File: src/rtl/ports_io_ctrl.sv
// Avalon-MM LED / GPIO / debounced-key peripheral with maskable key-press interrupt.
// Optional LED PWM dimming is built when PORTS_IO_PWM_EN is defined.
module ports_io_ctrl #(
   parameter int unsigned LED_W           = 8,
   parameter int unsigned GPIO_W          = 8,
   parameter int unsigned KEY_W           = 2,
   parameter int unsigned DEBOUNCE_CYCLES = 50000,
   parameter int unsigned PWM_W           = 8
) (
   input  logic              clk_clk,
   input  logic              reset_reset,
   input  logic [2:0]        avs_address,
   input  logic              avs_read,
   input  logic              avs_write,
   input  logic [31:0]       avs_writedata,
   output logic [31:0]       avs_readdata,
   output logic              irq,
   output logic [LED_W-1:0]  led_out,
   output logic [GPIO_W-1:0] gpio_out,
   output logic [GPIO_W-1:0] gpio_oe,
   input  logic [GPIO_W-1:0] gpio_in,
   input  logic [KEY_W-1:0]  key_in
);

   localparam logic [31:0] DB_LAST = 32'(DEBOUNCE_CYCLES - 1);

   logic [LED_W-1:0]  r_led;
   logic [GPIO_W-1:0] r_gpio_out;
   logic [GPIO_W-1:0] r_gpio_oe;
   logic [GPIO_W-1:0] r_gpio_s1;
   logic [GPIO_W-1:0] r_gpio_s2;
   logic [KEY_W-1:0]  r_key_s1;
   logic [KEY_W-1:0]  r_key_s2;
   logic [KEY_W-1:0]  r_key_state;
   logic [KEY_W-1:0]  r_key_edge;
   logic [KEY_W-1:0]  r_key_mask;
   logic [31:0]       r_cnt [KEY_W];
   logic [31:0]       r_rdata;

   logic [KEY_W-1:0]  w_pressed;
   logic [KEY_W-1:0]  w_differ;
   logic [KEY_W-1:0]  w_done;
   logic [KEY_W-1:0]  w_set;
   logic [KEY_W-1:0]  w_clr;
   logic [31:0]       w_rdata;
   logic              w_unused;

   // Synchronisers: keys idle high (released), pads idle low
   always_ff @(posedge clk_clk or posedge reset_reset) begin
      if (reset_reset) begin
         r_key_s1  <= '1;
         r_key_s2  <= '1;
         r_gpio_s1 <= '0;
         r_gpio_s2 <= '0;
      end else begin
         r_key_s1  <= key_in;
         r_key_s2  <= r_key_s1;
         r_gpio_s1 <= gpio_in;
         r_gpio_s2 <= r_gpio_s1;
      end
   end

   always_comb begin
      w_pressed = ~r_key_s2;
      w_differ  = w_pressed ^ r_key_state;
      w_done    = '0;
      for (int unsigned i = 0; i < KEY_W; i++) begin
         w_done[i] = w_differ[i] && (r_cnt[i] == DB_LAST);
      end
      w_set = w_done & w_pressed;
      w_clr = (avs_write && (avs_address == 3'd5)) ? avs_writedata[KEY_W-1:0] : '0;
   end

   always_ff @(posedge clk_clk or posedge reset_reset) begin
      if (reset_reset) begin
         for (int unsigned i = 0; i < KEY_W; i++) begin
            r_cnt[i] <= '0;
         end
         r_key_state <= '0;
         r_key_edge  <= '0;
      end else begin
         for (int unsigned i = 0; i < KEY_W; i++) begin
            if (!w_differ[i] || w_done[i]) begin
               r_cnt[i] <= '0;
            end else begin
               r_cnt[i] <= r_cnt[i] + 32'd1;
            end
         end
         r_key_state <= (r_key_state & ~w_done) | (w_pressed & w_done);
         // Set is applied after clear so a coincident press survives W1C
         r_key_edge  <= (r_key_edge & ~w_clr) | w_set;
      end
   end

   always_ff @(posedge clk_clk or posedge reset_reset) begin
      if (reset_reset) begin
         r_led      <= '0;
         r_gpio_out <= '0;
         r_gpio_oe  <= '0;
         r_key_mask <= '0;
      end else if (avs_write) begin
         case (avs_address)
            3'd0:    r_led      <= avs_writedata[LED_W-1:0];
            3'd1:    r_gpio_out <= avs_writedata[GPIO_W-1:0];
            3'd2:    r_gpio_oe  <= avs_writedata[GPIO_W-1:0];
            3'd6:    r_key_mask <= avs_writedata[KEY_W-1:0];
            default: ;
         endcase
      end
   end

`ifdef PORTS_IO_PWM_EN
   logic [PWM_W-1:0] r_duty;
   logic [PWM_W-1:0] r_pwm_cnt;
   logic             w_pwm_on;

   always_ff @(posedge clk_clk or posedge reset_reset) begin
      if (reset_reset) begin
         r_duty    <= '1;
         r_pwm_cnt <= '0;
      end else begin
         r_pwm_cnt <= r_pwm_cnt + PWM_W'(1);
         if (avs_write && (avs_address == 3'd7)) begin
            r_duty <= avs_writedata[PWM_W-1:0];
         end
      end
   end

   // All-ones duty must be fully on, which cnt < duty alone cannot give
   assign w_pwm_on = (r_pwm_cnt < r_duty) || (&r_duty);
   assign led_out  = r_led & {LED_W{w_pwm_on}};
   assign w_unused = ^avs_writedata;
`else
   assign led_out  = r_led;
   assign w_unused = ^{avs_writedata, 32'(PWM_W)};
`endif

   always_comb begin
      w_rdata = '0;
      case (avs_address)
         3'd0: w_rdata = 32'(r_led);
         3'd1: w_rdata = 32'(r_gpio_out);
         3'd2: w_rdata = 32'(r_gpio_oe);
         3'd3: w_rdata = 32'(r_gpio_s2);
         3'd4: w_rdata = 32'(r_key_state);
         3'd5: w_rdata = 32'(r_key_edge);
         3'd6: w_rdata = 32'(r_key_mask);
`ifdef PORTS_IO_PWM_EN
         3'd7: w_rdata = 32'(r_duty);
`else
         3'd7: w_rdata = '0;
`endif
         default: w_rdata = '0;
      endcase
   end

   always_ff @(posedge clk_clk or posedge reset_reset) begin
      if (reset_reset) begin
         r_rdata <= '0;
      end else if (avs_read) begin
         r_rdata <= w_rdata;
      end
   end

   assign avs_readdata = r_rdata;
   assign irq          = |(r_key_edge & r_key_mask);
   assign gpio_out     = r_gpio_out;
   assign gpio_oe      = r_gpio_oe;

endmodule

File: config.mk
export PLATFORM = sky130hd
export DESIGN_NAME = ports_io_ctrl
export DESIGN_NICKNAME = d
export VERILOG_FILES = /design/src/rtl/ports_io_ctrl.sv
export SDC_FILE = /design/constraint.sdc
export NUM_CORES = 1
export LEC_CHECK = 0
export CAP_MARGIN = 40
export CORE_ASPECT_RATIO = 1.4
export CORE_MARGIN = 3
export CORE_UTILIZATION = 49
export CTS_CLUSTER_DIAMETER = 150
export CTS_CLUSTER_SIZE = 20
export DETAILED_ROUTE_END_ITERATION = 10
export PLACE_DENSITY_LB_ADDON = 0.3
export SLEW_MARGIN = 20
export SYNTH_ARGS = -nofsm -noshare
export SYNTH_HDL_FRONTEND = slang
export SYNTH_SLANG_ARGS = --single-unit
File: constraint.sdc
create_clock -name clk_clk -period 8.1 [get_ports clk_clk]
set_input_delay 1.62 -clock clk_clk [delete_from_list [all_inputs] [get_ports clk_clk]]
set_output_delay 1.62 -clock clk_clk [all_outputs]
set_load 0.005 [all_outputs]
* After elaboration in Yosys (flattened, before gate mapping)
Index checks and enable logic that the tools add are counted.
Storage, ports and cells: bits in registers 146, latch bits 0, RAM bits 0, ROM bits 0, input bits 49, output and inout port bits 57, word-level logic and storage cells 51, memories 0
Operators by class: add/subtract/negate cells 2, multipliers 0, divide/modulo/power cells 0, order comparisons 0, equality and inequality tests 9, shifts and indexed selects 0, multiplexer cells 4, bitwise gates (word level) 10, reduce and logical (&&, ||, !) cells 13
Operators with widths (count):
- case mux 32 bit (8 select lines) | 1
- adder 32 x 1 -> 32 bit, second input constant | 2
- equality test 32 x 16 -> 1 bit, second input constant | 2
- 2-to-1 mux 32 bit | 2
- equality test 3 bit, second input constant | 4
- AND 2 bit | 4
- AND reduction 2 bit | 4
- equality test 3 x 2 -> 1 bit, second input constant | 2
- inverter 2 bit | 3
- bitwise OR 2 bit | 2
- equality test 3 x 1 -> 1 bit, second input constant | 1
- logical AND 1 bit | 3
- logical NOT 3 bit | 1
- logical NOT 1 bit | 2
- logical OR 1 bit | 2
- 2-to-1 mux 2 bit | 1
- OR reduction 2 bit | 1
- XOR 2 bit | 1

* Longest topological paths before layout
Gate-level depths: netlist of run 1.
word-level depth 6, mapped depth 7, gate-level depth less buffers 5

* Least setup slack after synthesis of run 1
No wires, ideal clock.
path type in2reg, from input port avs_address[1], to register r_led[0] (netlist: led_out[0]), library setup time 125 ps, data arrival time 2969 ps, data required time 7975 ps, slack 5007 ps, cell stages on the path 4, path buffers 1, path through clkbuf_1 or3_1 nor2_1 mux2_2
On the way: longest elaborated chain between the ends 2
Ends and longest elaborated chain:
- start: declaration | line 12 | input logic [2:0] avs_address,
- logical NOT 3 bit | line 102 | case (avs_address)
- AND reduction 2 bit (no line)
- end signal: assignment | line 103 | 3'd0: r_led <= avs_writedata[LED_W-1:0];
- end: declaration | line 27 | logic [LED_W-1:0] r_led;
Every way passes these cells. A chain may end at the register's enable or synchronous reset.

* Worst setup path after layout of run 1
from input port avs_address[1], to register r_led[2] (netlist: led_out[2])
The elaborated chain is that of the path after synthesis.

==> results of run 1 <==
[power by group]
group | switching (W) | internal [W] | leakage, nW
clock network | 0.000278 | 0.000502 | 0.300
logic | 0.0000674 | 0.000108 | 0.955
registers | 0.0000299 | 0.000653 | 1.59
total | 0.000375 | 0.00126 | 2.85
[worst max-delay path by stage]
stage | from | endpoint | slack, ns | depth (start not counted)
6_report | avs_address[1] | led_out[2]$_DFFE_PP0P_ | 4.41 | 4
5_1_grt | avs_address[1] | led_out[2]$_DFFE_PP0P_ | 4.23 | 4
4_1_cts | avs_address[1] | led_out[2]$_DFFE_PP0P_ | 4.35 | 4
3_5_place_dp | avs_address[1] | led_out[6]$_DFFE_PP0P_ | 3.91 | 4
3_3_place_gp | avs_address[1] | led_out[3]$_DFFE_PP0P_ | 3.90 | 4
2_1_floorplan | reset_reset | asynchronous set/reset pin | 3.24 | 1
[kinds of logic (layout without fill, tap and decap cells)]
group / Yosys count / after routing / share of synthesized area
and+or+nand+nor: 195 / 195 / 0.195
DFF: 122 / 122 / 0.523
AOI/OAI and AO/OA: 96 / 96 / 0.0970
buffers and inverters: 75 / 126 / 0.0644
muxes: 35 / 35 / 0.0781
xor gates and xnor gates: 25 / 25 / 0.0375
adders and majority gates: 2 / 2 / 0.00428
other: 1 / 24 / 0.000642
[metrics by stage]
step / power, W / util / area, um2 / worst slack, ns
CTS: 0.00165 / 0.615 / 7080 / 4.35
global placement: 0.000862 / 0.562 / 6460 / 3.90
global route: 0.00170 / 0.619 / 7130 / 4.23
floorplan: 0.000774 / - / 5930 / 3.24
detailed placement: 0.000868 / 0.562 / 6460 / 3.91
finish: 0.00164 / 0.619 / 7130 / 4.41
[cell type report]
| class | instances | area [um2] |
|---|---|---|
| Inverter | 31 | 119 |
| Clock inverter | 13 | 168 |
| Sequential cell | 122 | 3060 |
| Multi-Input combinational cell | 377 | 2510 |
| Timing Repair Buffer | 63 | 636 |
| Tap cell | 144 | 180 |
| Fill cell | 910 | 4380 |
| Clock buffer | 19 | 453 |
[worst max-delay path: stages]
cell	delay, ns
clkdlybuf4s50_1	0.79
or3_1	0.55
nor2_1	0.61
mux2_2	0.41
[state kept, by name, indices dropped and copies added (netlist names), named ones only]
name and count:
r_cnt 64, r_key_edge 2, led_out 8, gpio_out 8, r_key_s2 2, r_gpio_s2 8, r_key_mask 2, r_key_s1 2
r_gpio_s1 8, gpio_oe 8, avs_readdata 8
[per-layer routing]
layer,share of wire,vias to the layer above
li1,-,2097
met1,0.42,2234
met2,0.53,112
met3,0.041,20
met4,0.017,0
met5,0,-
[Yosys cell counts, types with 2 or more instances]
master | instances | area share
a21oi_1 | 37 | 0.032
a22o_1 | 3 | 0.0045
and3_1 | 6 | 0.0064
and4_1 | 7 | 0.010
buf_2 | 4 | 0.0034
buf_4 | 24 | 0.031
clkbuf_1 | 15 | 0.0096
dfrtp_1 | 118 | 0.51
dfstp_2 | 4 | 0.018
ha_1 | 2 | 0.0043
inv_1 | 31 | 0.020
mux2_2 | 25 | 0.048
mux2i_1 | 4 | 0.0069
mux4_2 | 6 | 0.023
nand2_1 | 20 | 0.013
nand2b_1 | 3 | 0.0032
nand3_1 | 25 | 0.021
nand3b_1 | 2 | 0.0026
nand4_1 | 20 | 0.021
nor2_1 | 36 | 0.023
nor3_1 | 6 | 0.0051
nor4_1 | 10 | 0.011
nor4b_1 | 4 | 0.0060
o21ai_0 | 25 | 0.021
o22ai_1 | 10 | 0.011
o31ai_1 | 18 | 0.023
or3_1 | 21 | 0.022
or4_1 | 25 | 0.032
xnor2_1 | 17 | 0.025
xor2_1 | 8 | 0.012
==> results.sh, run 1 <==
export IMPL_fin_skew_ns=0.00754
export IMPL_synthCells=551
export IMPL_area_delta_synth_final_pct=21.9
export IMPL_r2r_setup_slack_ns=5.54
export IMPL_worstReg2RegEnd="r_cnt[54]$_DFF_PP0_"
export IMPL_layout_drive_gt1_share=0.130
export IMPL_grt_use_met1=0.238
export IMPL_wl_per_cell_um=16.3
export IMPL_r2r_start="r_cnt[32]$_DFF_PP0_"
export IMPL_grt_max_degree=63
export IMPL_worst_pin_slew_ns=0.773
export IMPL_critical_path_arrival_ns=3.99
export IMPL_grt_first_pass_wirelength_mm=21.0
export IMPL_postCtsResizedCells=0
export IMPL_layout_common_cells="dfrtp_1 (118), clkdlybuf4s50_1 (57), a21oi_1 (37), nor2_1 (36), inv_1 (30)"
export IMPL_fin_tns_setup_ns=0
export IMPL_drcViolationCount=0
export IMPL_end_kind="flip-flop"
export IMPL_hold_viol=0
export IMPL_mappedNetlistArea_um2=5840
export IMPL_clockBufferDepth=2
export IMPL_whs_path_depth=0
export IMPL_rows=46
export IMPL_synth_edf_count=0
export IMPL_placed_cells=734
export IMPL_drt_vias_per_instance=5.80
export IMPL_diodes=0
export IMPL_required_ns=8.39
export IMPL_finalCriticalPeriod_ns=3.69
export IMPL_cts_tree="done"
export IMPL_post_cts_buffers=0
export IMPL_powerDensity_nw_per_um2=230
export IMPL_clock_latency_ns=0.41
export IMPL_ir_drop_mv=0.122
export IMPL_synth_avg_cell_area_um2=10.6
export IMPL_numCtsBuffers=17
export IMPL_rsz0062_at_grt="false"
export IMPL_fmax_ghz=0.271
export IMPL_dp_hpwl_mm=8.55
export IMPL_crit_fanout=17
export IMPL_hold_start="r_gpio_s1[3]$_DFF_PP0_"
export IMPL_synthArstFlopShare=1.00
export IMPL_slew_headroom=0.482
export IMPL_worstSetupPathType="primary input to flip-flop"
export IMPL_use_met3=0.0505
export IMPL_clock_sinks=122
export IMPL_yosys_cell_types_count=45
export IMPL_yosysSeqAreaShare=0.523
export IMPL_p_leak_nw=2.85
export IMPL_synth_ff_type="dfrtp_1"
export IMPL_core_um2=11500
export IMPL_gp_congestion=0.849
export IMPL_ys_warn_count=0
export IMPL_ioPinCount=106
export IMPL_drtIter0Drc=311
export IMPL_drv_slew=0
export IMPL_synth_ff_latch_count=122
export IMPL_die_w_um=98.3
export IMPL_grt_usage=0.196
export IMPL_drt_total_wl_mm=12.5
export IMPL_antenna_found_initial=0
export IMPL_vias=4463
export IMPL_grt_busiest_layer="met2"
export IMPL_status="completed"
export IMPL_min_to="r_gpio_s2[3]$_DFF_PP0_"
export IMPL_nets=663
export IMPL_fp_dieH_um=135
export IMPL_instances_no_fill=769
export IMPL_grt_pass1_vias=4378
export IMPL_post_route_period_util=0.456
export IMPL_port_buffers=57
export IMPL_reg2reg_depth=6
export IMPL_dr_pass1_iters=4
export IMPL_worstSetupStartpointType="primary input"
export IMPL_cts_clk_slew_worst_paths_ns=0.06
export IMPL_cts_root_buf="clkbuf_16"
export IMPL_gr_usage_met2=0.327
export IMPL_min_path_type="flip-flop to flip-flop"
export IMPL_grt_overflow=0
export IMPL_drv_cap=0
export IMPL_setup_viol=0
export IMPL_holdBufCountCts=0
export IMPL_layout_commonest_cell="dfrtp_1"
export IMPL_fp_dieArea_um2=13300
export IMPL_ant_nets=0
export IMPL_start_util=0.508
export IMPL_fin_hold_ws_ns=0.347
export IMPL_htree_levels=4
Note: power is estimated with default switching activity, not from simulation.
==> run 2, diff against run 1 <==
Clock period 8.1 ns to 3.8 ns, I/O delays scaled along.
==> run 2 against run 1 <==
  * Setup slack worse by 3.2 ns
  * Hold slack worse by 0.0028 ns
  * Utilization decreased by 0.065 points
  * Clock-buffer cell count fell by 1
  * Clock power rose by 110%
  * Die area is the same
  * Total power grew 110%
  * First-iteration DRC count rose by 11%
  * Sequential power increased by 110%
  * Via count grew 1.1%
  * Cell area is 0.11% lower
  * Critical path type is now flip-flop to flip-flop
  * Largest cell class unchanged
  * Highest routed layer unchanged
==> results.sh, run 2 (synthesis results as in run 1) <==
export IMPL_status="completed"
export IMPL_cp_slowest_cell="o41ai_4"
export IMPL_grt_usage=0.199
export IMPL_rsz0062_at_grt="false"
export IMPL_slew_headroom=0.472
export IMPL_p_comb_frac=0.108
export IMPL_drv_slew=0
export IMPL_critical_path_arrival_ns=2.84
export IMPL_diodes=0
export IMPL_crit_cells=6
export IMPL_p_clk_frac=0.473
export IMPL_crit_fanout=20
export IMPL_fin_skew_ns=0.00755
export IMPL_drt_total_wl_mm=12.7
export IMPL_rows=46
export IMPL_whs_path_depth=0
export IMPL_hold_start="r_gpio_s1[6]$_DFF_PP0_"
export IMPL_htree_levels=4
export IMPL_post_cts_buffers=0
export IMPL_required_ns=4.09
export IMPL_worstSetupStartpointType="flip-flop"
export IMPL_p_int_w=0.00267
export IMPL_cts_clk_slew_worst_paths_ns=0.06
export IMPL_fmax_ghz=0.392
export IMPL_wl_per_cell_um=16.5
export IMPL_dp_hpwl_mm=8.53
export IMPL_cts_tree="done"
export IMPL_powerDensity_nw_per_um2=487
export IMPL_dr_pass1_iters=5
export IMPL_path_cells="ha_1, and3_1, nand4_1, o41ai_4, buf_4, nor2_1"
export IMPL_die_w_um=98.3
export IMPL_p_sw_frac=0.230
export IMPL_post_route_period_util=0.671
export IMPL_vias=4514
export IMPL_critPathLaunch="r_cnt[32]$_DFF_PP0_"
export IMPL_largest_register="r_cnt"
export IMPL_finalCriticalPeriod_ns=2.55
export IMPL_fp_dieH_um=135
export IMPL_grt_pass1_vias=4430
export IMPL_min_path_type="flip-flop to flip-flop"
export IMPL_setup_viol=0
export IMPL_fillers=915
export IMPL_grt_max_degree=96
export IMPL_worst_pin_slew_ns=0.789
export IMPL_area_delta_synth_final_pct=21.8
export IMPL_layout_commonest_cell="dfrtp_1"
export IMPL_antenna_found_initial=0
export IMPL_path_buf_inv=1
export IMPL_grt_overflow=0
export IMPL_core_um2=11500
export IMPL_fin_tns_setup_ns=0
export IMPL_postLayoutCellArea_um2=7120
export IMPL_start_util=0.508
export IMPL_seqPwrFrac=0.420
export IMPL_clock_sinks=122
export IMPL_power_switching_w=0.000796
export IMPL_placed_area_um2=6510
export IMPL_ioPinCount=106
export IMPL_hold_viol=0
export IMPL_postCtsResizedCells=0
export IMPL_layout_common_cells="dfrtp_1 (118), clkdlybuf4s50_1 (57), a21oi_1 (37), nor2_1 (36), inv_1 (30)"
export IMPL_fp_dieArea_um2=13300
export IMPL_ir_drop_mv=0.249
export IMPL_cpPeakStageDelay_ns=0.77
export IMPL_grt_first_pass_wirelength_mm=21.5
export IMPL_p_leak_nw=2.84
export IMPL_drcViolationCount=0
export IMPL_reg2reg_depth=6
export IMPL_nets=664
export IMPL_clock_latency_ns=0.41
export IMPL_port_buffers=57
export IMPL_path_delay_family="compound AO/OA/AOI/OAI gates"
export IMPL_drt_vias_per_instance=5.86
export IMPL_ant_nets=0
export IMPL_worstSetupPathType="flip-flop to flip-flop"
export IMPL_largest_reg_flops=64
export IMPL_end_kind="flip-flop"
export IMPL_drtIter0Drc=346
export IMPL_r2r_start="r_cnt[32]$_DFF_PP0_"
export IMPL_numCtsBuffers=17
export IMPL_clockBufferDepth=2
export IMPL_drv_cap=0
export IMPL_holdBufCountCts=0
export IMPL_cts_root_buf="clkbuf_16"
export IMPL_layout_drive_gt1_share=0.131
export IMPL_gp_congestion=0.831
[run 2: area by class of cell]
class                           count  area (um2)  share of cell area
Tap cell                          144         180              0.0253
Clock buffer                       18         439              0.0617
Inverter                           31         120              0.0169
Multi-Input combinational cell    377        2510               0.353
Timing Repair Buffer               64         636              0.0893
Sequential cell                   122        3060               0.430
Clock inverter                     14         173              0.0243
[run 2: through the flow]
| stage | instances | util | total power (W) | setup WS, ns | hold WS (ns) |
|---|---|---|---|---|---|
| after floorplan | 574 | - | 0.00165 | 1.55 | 0.331 |
| after global placement | 738 | 0.565 | 0.00184 | 0.948 | 0.332 |
| after detailed placement | 738 | 0.565 | 0.00186 | 0.904 | 0.338 |
| after CTS | 770 | 0.618 | 0.00350 | 1.24 | 0.348 |
| after global routing | 770 | 0.618 | 0.00360 | 1.01 | 0.353 |
| final | 770 | 0.618 | 0.00347 | 1.25 | 0.345 |
[run 2: power groups by stage]
| stage | combinational (W) | sequential, W | clock (W) |
|---|---|---|---|
| finish | 0.000374 | 0.00145 | 0.00164 |
| global route | 0.000408 | 0.00147 | 0.00172 |
| CTS | 0.000381 | 0.00146 | 0.00166 |
| detailed placement | 0.000379 | 0.00148 | 0 |
| global placement | 0.000370 | 0.00147 | 0 |
| floorplan | 0.000180 | 0.00147 | 0 |
[run 2: per-layer routing]
metal  part of all wire  global-route usage  vias up
met3              0.043              0.0443       18
met1               0.40               0.241     2247
met5                  0                   0        -
li1                   -                   -     2100
met4              0.014              0.0721        0
met2               0.54               0.347      149
[run 2: final timing paths]
check / slack, ns / end
max: 1.25 / r_cnt[37]$_DFF_PP0_
min: 0.34 / r_gpio_s2[6]$_DFF_PP0_
max reg2reg: 1.25 / r_cnt[37]$_DFF_PP0_
min reg2reg: 0.34 / r_gpio_s2[6]$_DFF_PP0_
max in group asynchronous: 2.16 / r_key_s1[0]$_DFF_PP1_
min in group asynchronous: 0.78 / gpio_oe[4]$_DFFE_PP0P_
